===== src/rtl/seq_encoder8_3.sv =====
// seq_encoder8_3 -- sequential 8-to-3 encoder.
//
// Captures a multi-hot request vector on an accepted load. It then emits the
// index of each set bit, one per valid/ready transfer. When the last index has
// been taken, o_done pulses for one cycle and the block returns to idle.
//
// Build option:
//   SEQ_ENCODER8_3_MSB_FIRST_EN  defined   -> highest pending bit is emitted first
//                                undefined -> lowest pending bit is emitted first
//
// Ports:
//   clk      rising-edge clock
//   rst      synchronous, active-high reset
//   i_req    request vector, sampled only on an accepted load
//   i_load   load strobe, accepted only while o_busy=0
//   o_busy   a captured vector still has untransferred bits
//   o_valid  o_code holds a valid index
//   o_code   index of the current pending bit
//   i_ready  consumer takes o_code this cycle
//   o_done   one-cycle pulse when a burst completes
//   o_count  codes transferred in the current or last burst

module seq_encoder8_3 #(
   parameter int unsigned WIDTH  = 8,  // must equal 2**CODE_W
   parameter int unsigned CODE_W = 3
) (
   input  logic              clk,
   input  logic              rst,
   input  logic [WIDTH-1:0]  i_req,
   input  logic              i_load,
   output logic              o_busy,
   output logic              o_valid,
   output logic [CODE_W-1:0] o_code,
   input  logic              i_ready,
   output logic              o_done,
   output logic [CODE_W:0]   o_count
);

   typedef enum logic [0:0] {StIdle, StScan} state_e;

   state_e            state_q, state_d;
   logic [WIDTH-1:0]  pending_q, pending_d;
   logic [CODE_W:0]   count_q, count_d;
   logic              done_q, done_d;
   logic [CODE_W-1:0] code;
   logic [WIDTH-1:0]  pending_clr;

   // Priority pick over registered state only, so o_code moves only at edges.
   // The scan direction is chosen so that the last hit written is the winner.
   always_comb begin
      code = '0;
`ifdef SEQ_ENCODER8_3_MSB_FIRST_EN
      for (int i = 0; i < int'(WIDTH); i++) begin
         if (pending_q[i]) code = CODE_W'(i);
      end
`else
      for (int i = int'(WIDTH) - 1; i >= 0; i--) begin
         if (pending_q[i]) code = CODE_W'(i);
      end
`endif
   end

   // Pending vector with the current bit removed (the post-transfer value).
   assign pending_clr = pending_q & ~(WIDTH'(1) << code);

   always_comb begin
      state_d   = state_q;
      pending_d = pending_q;
      count_d   = count_q;
      done_d    = 1'b0;
      unique case (state_q)
         StIdle: begin
            if (i_load) begin
               count_d = '0;
               if (i_req != '0) begin
                  pending_d = i_req;
                  state_d   = StScan;
               end else begin
                  // An empty load completes at once, as a zero-length burst.
                  done_d = 1'b1;
               end
            end
         end
         StScan: begin
            if (i_ready) begin
               pending_d = pending_clr;
               count_d   = count_q + {{CODE_W{1'b0}}, 1'b1};
               if (pending_clr == '0) begin
                  state_d = StIdle;
                  done_d  = 1'b1;
               end
            end
         end
         default: state_d = StIdle;
      endcase
   end

   always_ff @(posedge clk) begin
      if (rst) begin
         state_q   <= StIdle;
         pending_q <= '0;
         count_q   <= '0;
         done_q    <= 1'b0;
      end else begin
         state_q   <= state_d;
         pending_q <= pending_d;
         count_q   <= count_d;
         done_q    <= done_d;
      end
   end

   assign o_busy  = (state_q == StScan);
   assign o_valid = (state_q == StScan);
   assign o_code  = code;
   assign o_done  = done_q;
   assign o_count = count_q;

endmodule


===== config.mk =====
export PLATFORM = sky130hd
export DESIGN_NAME = seq_encoder8_3
export DESIGN_NICKNAME = d
export VERILOG_FILES = /design/src/rtl/seq_encoder8_3.sv
export SDC_FILE = /design/constraint.sdc
export NUM_CORES = 1
export LEC_CHECK = 0
export ABC_AREA = 0
export BUFFER_PORTS_ARGS = -buffer_cell sky130_fd_sc_hd__buf_4
export CAP_MARGIN = 5
export CORE_MARGIN = 2
export CORE_UTILIZATION = 50
export CTS_CLUSTER_DIAMETER = 120
export DETAILED_ROUTE_END_ITERATION = 12
export PLACE_DENSITY = 0.76
export SLEW_MARGIN = 10
export SYNTH_ARGS = -nofsm -noshare
export SYNTH_HDL_FRONTEND = slang
export SYNTH_SLANG_ARGS = --single-unit

===== constraint.sdc =====
create_clock -name clk -period 2.5 [get_ports clk]
set_clock_uncertainty 0.2 [all_clocks]
set_input_delay 0.25 -clock clk [delete_from_list [all_inputs] [get_ports clk]]
set_output_delay 0.25 -clock clk [all_outputs]
set_load 0.02 [all_outputs]

==> results.md, run 1 <==
- Top_reg_cell synth: dfxtp_1
- Hold Buf Count CTS: 1
- Setup violations, final: 0
- WHS Endpoint: pending_q[6]
- Fill count: 140
- Netlist Area Pre-Place: approximately 820 um2
- I/O Buffers: 21
- Hold/Removal Path Class: in -> reg
- R2R Path Start: pending_q[0]
- Seq/Total Area, Yosys: 0.342
- Post-synth EDFFs: 0
- Post-CTS Repair Setup Buffers: 0
- Clk pwr share: 0.292
- Synth top area cells: dfxtp_1 34%, a21oi_1 8.5%, o21ai_0 4.9%
- First-pass GRT wire length: around 3400 um
- Outcome: finished clean
- Max Slew Vio Count: 0
- Via count: roughly 860
- Syn_area_per_cell: 7.96 um2
- Critical Path Fanout Max: 10
- CTS Buffer Depth: 2
- Num CTS Buffers: 3
- WS Path Type: in -> reg
- Hold depth: 3
- Setup crit end kind: register
- Reg power frac: 0.443
- CTS tree: done
- FP Rows: 14
- CP arrival: 2280 ps
- Detail Route Antenna Nets: 0
- Starting density of the core: 0.538
- Hold Slack: 0.544 ps
- Clock root buffer: clkbuf_4
- Slew margin rel.: 0.719
- Drt wl/cell: 14.6 um
- Clk_lat worst skew: ~280 ps
- Worst-path clk slew: approximately 90 ps
- Max IR drop VDD: around 0.34 mV
- Die Ht: between 40 and 50 um
- Critical Path RT: about 2500 ps
- Synth Register Bits: 14
- Final WS setup: 217 ps
- Tmin final: about 2300 ps
- CP Launch Type: input port
- Ratio of cells with drive above 1 in the final layout: 0.252
- Setup total negative slack: 0 ps
- # H-tree levels: 1
- Initial antenna violation count: 0
- Placer Congestion: between 0.8 and 0.9
- Placement Setup Slack: 437 ps
- DRC viols: 0
- Final wirelength: slightly above 2000 um
- Switch Pwr: 0.189 mW
- P&R area growth vs syn: 24.3%
- Number of clock sinks: 14
- Synth top cells by count: 14 x a21oi_1, 14 x dfxtp_1, 10 x nor2_1, 8 x o21ai_0
- Unique masters post-synth: 34
- First-pass DRT Iterations: 4
- P per Cell Area: between 500 and 600 mW/mm2
- Maximum clock rate: 438 MHz
- Vias in the first global route: ~800
- Core ar.: approximately 0.0015 mm2
- Fin util: 0.668
- R2R Setup Slk: around 400 ps
- Hold_sp: i_req[6]
- Total gr overflow: 0
- Yosys top cell by area: dfxtp_1
- Hold Fails Final Rpt: 0
- Placed Cells: 134
- Synth async-reset ratio: 0
- Largest net degree at the start of global routing: 19
- Initial DRC count: 25
- RSZ-0062 raised after global routing: false
- Die ar.: 0.00198 mm2
- IO Pins: 22
- Synth top area share: 0.342
- Tot GR Track Use: 0.230
- N_diodes: 0
- FF-to-FF End: pending_q[6]
- Mapped Nets: roughly 120
- Post-layout instance count excluding filler cells: ~140
- Vias per cell: roughly 6.2
- Post-synthesis cell count: 103
- Die width: around 44 um
- Ys Warns: 0
- Final Net Count: between 100 and 150
- Internal Power: 0.394 mW
- Sw Ratio: 0.324
- Post-DP HPWL: 1440 um
- MaxCap Viol Count: 0
- Worst Tran Pin Value: around 420 ps
- FF-to-FF path depth: 4
- P_leak: 0.398 nW
- Comb pwr share: 0.266
- Final period util: 0.913
- Cts repair resizes: 0
-- flip-flops by register name, summed over array words and instances, names as in the netlist --
register	count
o_busy	1
o_count	4
o_done	1
pending_q	8
-- area by class of cell --
class	count	area [um2]	share of cell area
multi-input cells	78	488	0.479
inverters	3	11.3	0.0111
well taps	16	20.0	0.0197
repair buffers	24	183	0.179
flip-flops and latches	14	280	0.275
clock buffers	4	36.3	0.0356
-- routing by layer --
layer,wire (um),track usage
met5,0,0
met4,33,0.109
met3,121,0.0449
met2,949,0.383
met1,929,0.281
-- power by group through the flow --
| stage | Clock [mW] | Sequential, mW | Combinational (mW) |
|---|---|---|---|
| 5_1_grt | 0.179 | 0.261 | 0.170 |
| 3_5_place_dp | 0 | 0.263 | 0.152 |
| 3_3_place_gp | 0 | 0.262 | 0.151 |
| 6_report | 0.170 | 0.258 | 0.155 |
| 2_1_floorplan | 0 | 0.256 | 0.104 |
| 4_1_cts | 0.170 | 0.258 | 0.155 |
-- worst max path at each step --
stage | from | endpoint | slack [ps] | cells after the start
2_1_floorplan | pending_q[0] | pending_q[6] | 510 | 5
3_3_place_gp | i_req[2] | pending_q[5] | 470 | 5
3_5_place_dp | pending_q[0] | pending_q[6] | 440 | 4
4_1_cts | i_req[2] | pending_q[5] | 220 | 6
5_1_grt | i_req[2] | pending_q[5] | 30 | 6
6_report | i_req[2] | pending_q[5] | 220 | 6
-- logic make-up (layout without fill, tap and decap cells) --
| family | count (synthesis) | count (layout) | synth area share |
|---|---|---|---|
| compound gates | 39 | 39 | 0.313 |
| simple gates | 36 | 36 | 0.243 |
| flops | 14 | 14 | 0.342 |
| buf+inv | 11 | 31 | 0.0626 |
| fa+ha+maj | 2 | 2 | 0.0275 |
| mux | 1 | 1 | 0.0122 |
-- worst max-delay path, stage by stage --
cell and delay, ps:
dlygate4sd3_1 540, buf_4 130, or4_1 560, o21ai_2 400, nand2_1 140, a311oi_1 260
-- stage by stage --
| stage | power [mW] | cell area (um2) |
|---|---|---|
| floorplan | 0.361 | 820 |
| global placement | 0.412 | 972 |
| detailed placement | 0.415 | 972 |
| CTS | 0.582 | 1020 |
| global route | 0.610 | 1020 |
| finish | 0.583 | 1020 |
-- placed cells by master, fill, tap and decap left out, types with 2 or more instances in the layout --
master,Yosys,routed
dfxtp_1,14,14
nand2b_1,4,4
nor2_1,10,10
a32oi_1,3,3
buf_4,2,23
a22oi_1,2,2
o21a_1,2,2
or4_1,4,4
a21oi_1,14,14
nand3b_1,5,5
inv_1,3,3
nand2_1,5,5
o21ai_0,8,8
o41ai_1,2,2
clkbuf_4,0,3
nand3_1,2,2
a311oi_1,2,2
(Power assumes the default switching activity.)
==> run 2, diff against run 1 <==
Clock period 2.5 ns to 2.2 ns, I/O delays scaled along.
==> run 2 against run 1 <==
  * Total power rose by 9.3%
  * Worst hold slack improved by 20 ps
  * Flip-flop and latch count did not move
  * Design area rose by 4.9%
  * Via count rose by 3.7%
  * Critical path depth rose by 1
  * Non-clock buffer count rose by 6
  * Critical path type unchanged
  * Count of clock-buffer cells in the layout fell by 1
==> results.md, run 2 (synthesized netlist as in run 1, its figures left out) <==
- Vias per cell: 6.17 (+0.13%)
- Met1 Wirelength: 983 um (+5.8%)
- Initial antenna violation count: 0 (unchanged)
- Placer Congestion: 0.863 (-0.30%)
- Most frequent cells in the layout: 26 x buf_4, 14 x a21oi_1, 14 x dfxtp_1, 10 x nor2_1, 8 x o21ai_0
- Slew margin rel.: 0.753 (+0.0339)
- Critical path's most frequent cell: buf_4
- Initial DRC count: 34 (+36%)
- RSZ-0062 raised after global routing: false
- Critical path, cell by cell: dlygate4sd3_1 > buf_4 > or4_1 > o21ai_4 > buf_4 > a21oi_1 > o21ai_0
- N_diodes: 0 (unchanged)
- Outcome: finished clean
- MaxCap Viol Count: 0 (unchanged)
- Hold/Removal Path Class: in -> reg
- # H-tree levels: 1 (unchanged)
- Maximum clock rate: around 470 MHz
- Post-DP HPWL: 1500 um (+4.2%)
- FP Rows: 14 (unchanged)
- Final Net Count: 143 (+4.4%)
- Hold depth: 3 (unchanged)
- Number of clock sinks: 14 (unchanged)
- Max IR drop VDD: 0.387 mV (+13%)
- Setup violations, final: 0 (unchanged)
- First-pass DRT Iterations: 4 (unchanged)
- Die ar.: 0.00198 mm2 (unchanged)
- Drt wl/cell: 15.1 um (+3.2%)
- Hold Fails Final Rpt: 0 (unchanged)
- DRC viols: 0 (unchanged)
- Fill count: 121 (-14%)
- First-pass GRT wire length: 3570 um (+5.5%)
- Critical Path Fanout Max: 6 (-4)
- Setup total negative slack: 0 ps (unchanged)
- P_leak: 0.420 nW (+5.5%)
- FF-to-FF path depth: 4 (unchanged)
- Hold Slack: 20.1 ps (+19.5 ps)
- P&R area growth vs syn: 30.4%
- Largest Register: pending_q
- Clk_lat worst skew: 280 ps (about the same)
- Met3 Wirelength: 104 um (-14%)
- Worst-path clk slew: 100 ps (about the same)
- CTS tree: done
- P per Cell Area: 597 mW/mm2 (+4.2%)
- CTS Buffer Depth: 2 (unchanged)
- IO Pins: 22 (unchanged)
- Top sig layer: met4
- Core ar.: 0.00152 mm2 (unchanged)
- Final wirelength: 2180 um (+6.9%)
- Clock root buffer: clkbuf_4
- Critical Path RT: 2220 ps (-280 ps)
- Worst Tran Pin Value: 362 ps (-60.2 ps)
- Max Slew Vio Count: 0 (unchanged)
- Tot GR Track Use: 0.244 (+0.0141)
- Setup crit end kind: register
- Final period util: 0.962
- I/O Buffers: 21 (unchanged)
- Tmin final: between 2000 and 2500 ps
- CP max stage cell: or4_1
- CP arrival: 2140 ps (-140 ps)
- Detail Route Antenna Nets: 0 (unchanged)
- Via count: 889 (+3.7%)
- Starting density of the core: 0.538 (unchanged)
- Met2 WL: 1050 um (+11%)
- Ratio of cells with drive above 1 in the final layout: 0.266 (+0.0136)
- Die Ht: 44.5 um (unchanged)
- Final WS setup: 84.4 ps (-133 ps)
- Placement Setup Slack: 149 ps (-288 ps)
- Num CTS Buffers: 3 (unchanged)
- Vias in the first global route: 825 (+2.9%)
- WS Path Type: in -> reg
- Max reg flops: 8 (unchanged)
- Total gr overflow: 0 (unchanged)
- Die width: 44.5 um (unchanged)
- CP peak stage delay: 610 ps (+50 ps)
- Largest net degree at the start of global routing: 19 (unchanged)
- Commonest non-fill, non-tap cell in the layout: buf_4
- CP Launch Type: input port
- R2R Setup Slk: 90 ps (-310 ps)
[run 2: changes by cell type in the layout (fill, tap and decap cells not counted), sizes merged]
| cell | delta |
|---|---|
| dlygate4sd3 | +3 |
| clkbuf | -1 |
| buf | +3 |
[run 2: what timing repair did]
| item | 4_1_cts | 5_1_grt |
|---|---|---|
| setup buffers | 0 | 2 |
| gates resized for setup | 0 | 2 |
| hold buffers | 4 | 0 |
| endpoints found under the hold margin | 4 | 0 |
| setup endpoints to repair | 0 | 7 |
[run 2: routing by layer]
layer	track usage	vias up
li1	-	438
met1	0.310	420
met2	0.406	25
met3	0.0286	6
met4	0.115	0
met5	0	-
[run 2: power breakdown]
group | internal (mW) | switching, mW
registers | 0.268 | 0.0252
logic | 0.0904 | 0.102
clock network | 0.0635 | 0.0889
total | 0.422 | 0.216
[run 2: stage by stage]
stage,instances,power (mW),instance area (um2),util
6_report,144,0.638,1070,0.701
5_1_grt,144,0.666,1070,0.701
2_1_floorplan,103,0.410,820,-
3_3_place_gp,135,0.471,980,0.643
3_5_place_dp,135,0.474,980,0.643
4_1_cts,142,0.622,1040,0.684
[run 2: path summary, 6_finish.rpt]
| check | startpoint | endpoint |
|---|---|---|
| hold reg to reg | pending_q[0] | pending_q[0] |
| hold / removal | i_req[0] | pending_q[0] |
| setup reg to reg | pending_q[0] | pending_q[6] |
| setup / recovery | i_req[2] | pending_q[3] |
[run 2: worst max-delay path: cells and delay by family]
family	cells	cell delay (ps)
compound gates	3	460
buf+inv	3	840
simple gates	1	610
[run 2: layout make-up]
type	instances	area, um2	area share
Multi-Input combinational cell	78	499	0.467
Sequential cell	14	280	0.262
Timing Repair Buffer	30	235	0.220
Clock buffer	3	22.5	0.0211
Tap cell	16	20.0	0.0187
Inverter	3	11.3	0.0105
==> run 3, diff against run 2 <==
Settings changed: RECOVER_POWER set to 50.
==> run 3 against run 2 <==
  * Global-route usage unchanged
  * Critical endpoint unchanged
  * Register-to-register slack improved by 20 ps
  * Total power down 1.7%
  * Flip-flop and latch count unchanged
  * Critical path depth did not move
  * Non-clock buffer count is the same
  * Largest power group unchanged
  * First-iteration DRC count down 2.9%
  * Sequential share of layout area increased by 0.92 points
  * Sequential power about the same
  * Largest cell class unchanged
==> results.md, run 3 (synthesized netlist as in run 1, its figures left out) <==
- Outcome: finished clean
- Vias in the first global route: 825 (unchanged)
- Worst Tran Pin Value: 362 ps (+0.340 ps)
- Setup total negative slack: 0 ps (unchanged)
- Commonest non-fill, non-tap cell in the layout: buf_4
- Starting density of the core: 0.538 (unchanged)
- Number of clock sinks: 14 (unchanged)
- Seq. cell area: 280 um2 (unchanged)
- MaxCap Viol Count: 0 (unchanged)
- Post-DP HPWL: 1500 um (unchanged)
- GRT met3 Usage: 0.0286 (unchanged)
- FP Rows: 14 (unchanged)
- CP max stage cell: or4_1
- FF-to-FF path depth: 4 (unchanged)
- RSZ-0062 raised after global routing: false
- First-pass GRT wire length: 3570 um (unchanged)
- Drt wl/cell: 15.0 um (-0.64%)
- CP peak stage delay: 610 ps (about the same)
- WHS Endpoint: pending_q[1]
- WP buf/inv: 3 (unchanged)
- IO Pins: 22 (unchanged)
- Largest net degree at the start of global routing: 19 (unchanged)
- CP arrival: 2140 ps (about the same)
- Critical Path Fanout Max: 6 (unchanged)
- R2R Path Start: pending_q[0]
- N_diodes: 0 (unchanged)
- Reg power frac: 0.467 (+0.008)
- Most frequent cells in the layout: 17 x buf_4, 14 x a21oi_1, 14 x dfxtp_1, 10 x nor2_1, 9 x clkbuf_1
- Critical path, cell by cell: dlygate4sd3_1 > buf_4 > or4_1 > o21ai_4 > buf_4 > a21oi_1 > o21ai_0
- Critical Path RT: 2220 ps (about the same)
- Max reg flops: 8 (unchanged)
- Initial antenna violation count: 0 (unchanged)
- Worst-path clk slew: 100 ps (about the same)
- Core ar.: 0.00152 mm2 (unchanged)
- Hold Fails Final Rpt: 0 (unchanged)
- Detail Route Antenna Nets: 0 (unchanged)
- I/O Buffers: 21 (unchanged)
- Final Net Count: 143 (unchanged)
- # H-tree levels: 1 (unchanged)
- Critical path's most frequent cell: buf_4
- GRT Max-Usage Layer: met2
- Hold/Removal Path Class: in -> reg
- Die Ht: 44.5 um (unchanged)
- Tmin final: 2120 ps (+6.36 ps)
- P_leak: 0.383 nW (-9.0%)
- DRC viols: 0 (unchanged)
- Clock root buffer: clkbuf_4
- Die width: 44.5 um (unchanged)
- Setup violations, final: 0 (unchanged)
- P per Cell Area: 607 mW/mm2 (+1.7%)
- WS Path Type: in -> reg
- Multi-input gate area: 497 um2 (-0.50%)
- Initial DRC count: 33 (-2.9%)
- Via count: 889 (unchanged)
- Setup crit end kind: register
- Placer Congestion: 0.863 (unchanged)
- R2R Setup Slk: 110 ps (+20 ps)
- Tot GR Track Use: 0.244 (unchanged)
- Vias per cell: 6.17 (unchanged)
- Max IR drop VDD: 0.377 mV (-2.6%)
- Total power draw: 0.627 mW (-1.7%)
- P&R area growth vs syn: 26.0%
- Switch Pwr: 0.214 mW (-0.75%)
- Final period util: 0.965 (+0.00289)
- Die ar.: 0.00198 mm2 (unchanged)
- Internal Power: 0.412 mW (-2.3%)
- Fill count: 137 (+13%)
- CTS tree: done
- Comb pwr share: 0.290 (-0.012)
- Slew margin rel.: 0.752 (about the same)
- Hold_sp: rst
- Total gr overflow: 0 (unchanged)
- Max Slew Vio Count: 0 (unchanged)
- FF-to-FF End: pending_q[6]
- Num CTS Buffers: 3 (unchanged)
- Sw Ratio: 0.342 (+0.00342)
- CP Launch Type: input port
- Fin util: 0.677 (-0.0238)
- Maximum clock rate: 471 MHz (-0.30%)
- Clk pwr share: 0.243 (+0.004)
- Largest Register: pending_q
- Ratio of cells with drive above 1 in the final layout: 0.188 (-0.0781)
- GRT met1 Usage: 0.310 (unchanged)
- Met2 Use GR: 0.406 (unchanged)
- CTS Buffer Depth: 2 (unchanged)
- Hold depth: 2 (-1)
- First-pass DRT Iterations: 4 (unchanged)
- Clk_lat worst skew: 280 ps (about the same)
- Final wirelength: 2160 um (-0.64%)
- CP top delay family: buffers and inverters
## run 3: cell types whose count changed in the layout (fill, tap and decap cells not counted)
cell,change
clkbuf_1,+9
buf_4,-9
nand2_1,+1
nand2_2,-1
## run 3: metal layers
| metal | part of all wire | vias to the layer above |
|---|---|---|
| met5 | 0 | - |
| met2 | 0.50 | 27 |
| met1 | 0.44 | 420 |
| li1 | - | 438 |
| met4 | 0.011 | 0 |
| met3 | 0.050 | 4 |
## run 3: worst max path at each step
stage                 startpoint            to  slack [ps]  depth (start not counted)
detailed placement  pending_q[0]  pending_q[6]         150                          4
global placement    pending_q[0]  pending_q[6]         180                          4
CTS                     i_req[2]  pending_q[3]          40                          7
floorplan           pending_q[0]  pending_q[6]         210                          5
finish                  i_req[2]  pending_q[3]          80                          7
global route            i_req[2]  pending_q[7]          30                          6
## run 3: layout make-up
cell class              instances  share of cell area
clock buffers                   3              0.0218
inverters                       3              0.0109
multi-input cells              78               0.481
flip-flops and latches         14               0.272
well taps                      16              0.0194
repair buffers                 30               0.195
## run 3: power groups by stage
stage / combinational, mW / clock (mW) / sequential (mW)
6_report: 0.182 / 0.152 / 0.293
3_5_place_dp: 0.176 / 0 / 0.298
5_1_grt: 0.200 / 0.161 / 0.296
4_1_cts: 0.182 / 0.148 / 0.292
2_1_floorplan: 0.118 / 0 / 0.291
3_3_place_gp: 0.174 / 0 / 0.297
## run 3: timing repair
action / in CTS / in global routing
buffers inserted: 0 / 2
endpoints found under the setup margin: 0 / 7
resized for setup: 0 / 2
hold buffers: 4 / 0
endpoints found under the hold margin: 4 / 0
## run 3: metrics by stage
step / instances / hold WS (ps) / worst slack, ps / cell area (um2)
after floorplan: 103 / 153 / 213 / 820
after CTS: 142 / 18.0 / 39.0 / 1040
after global routing: 144 / 39.7 / 27.6 / 1030
after global placement: 135 / 259 / 181 / 980
after detailed placement: 135 / 263 / 149 / 980
final: 144 / 21.6 / 78.0 / 1030
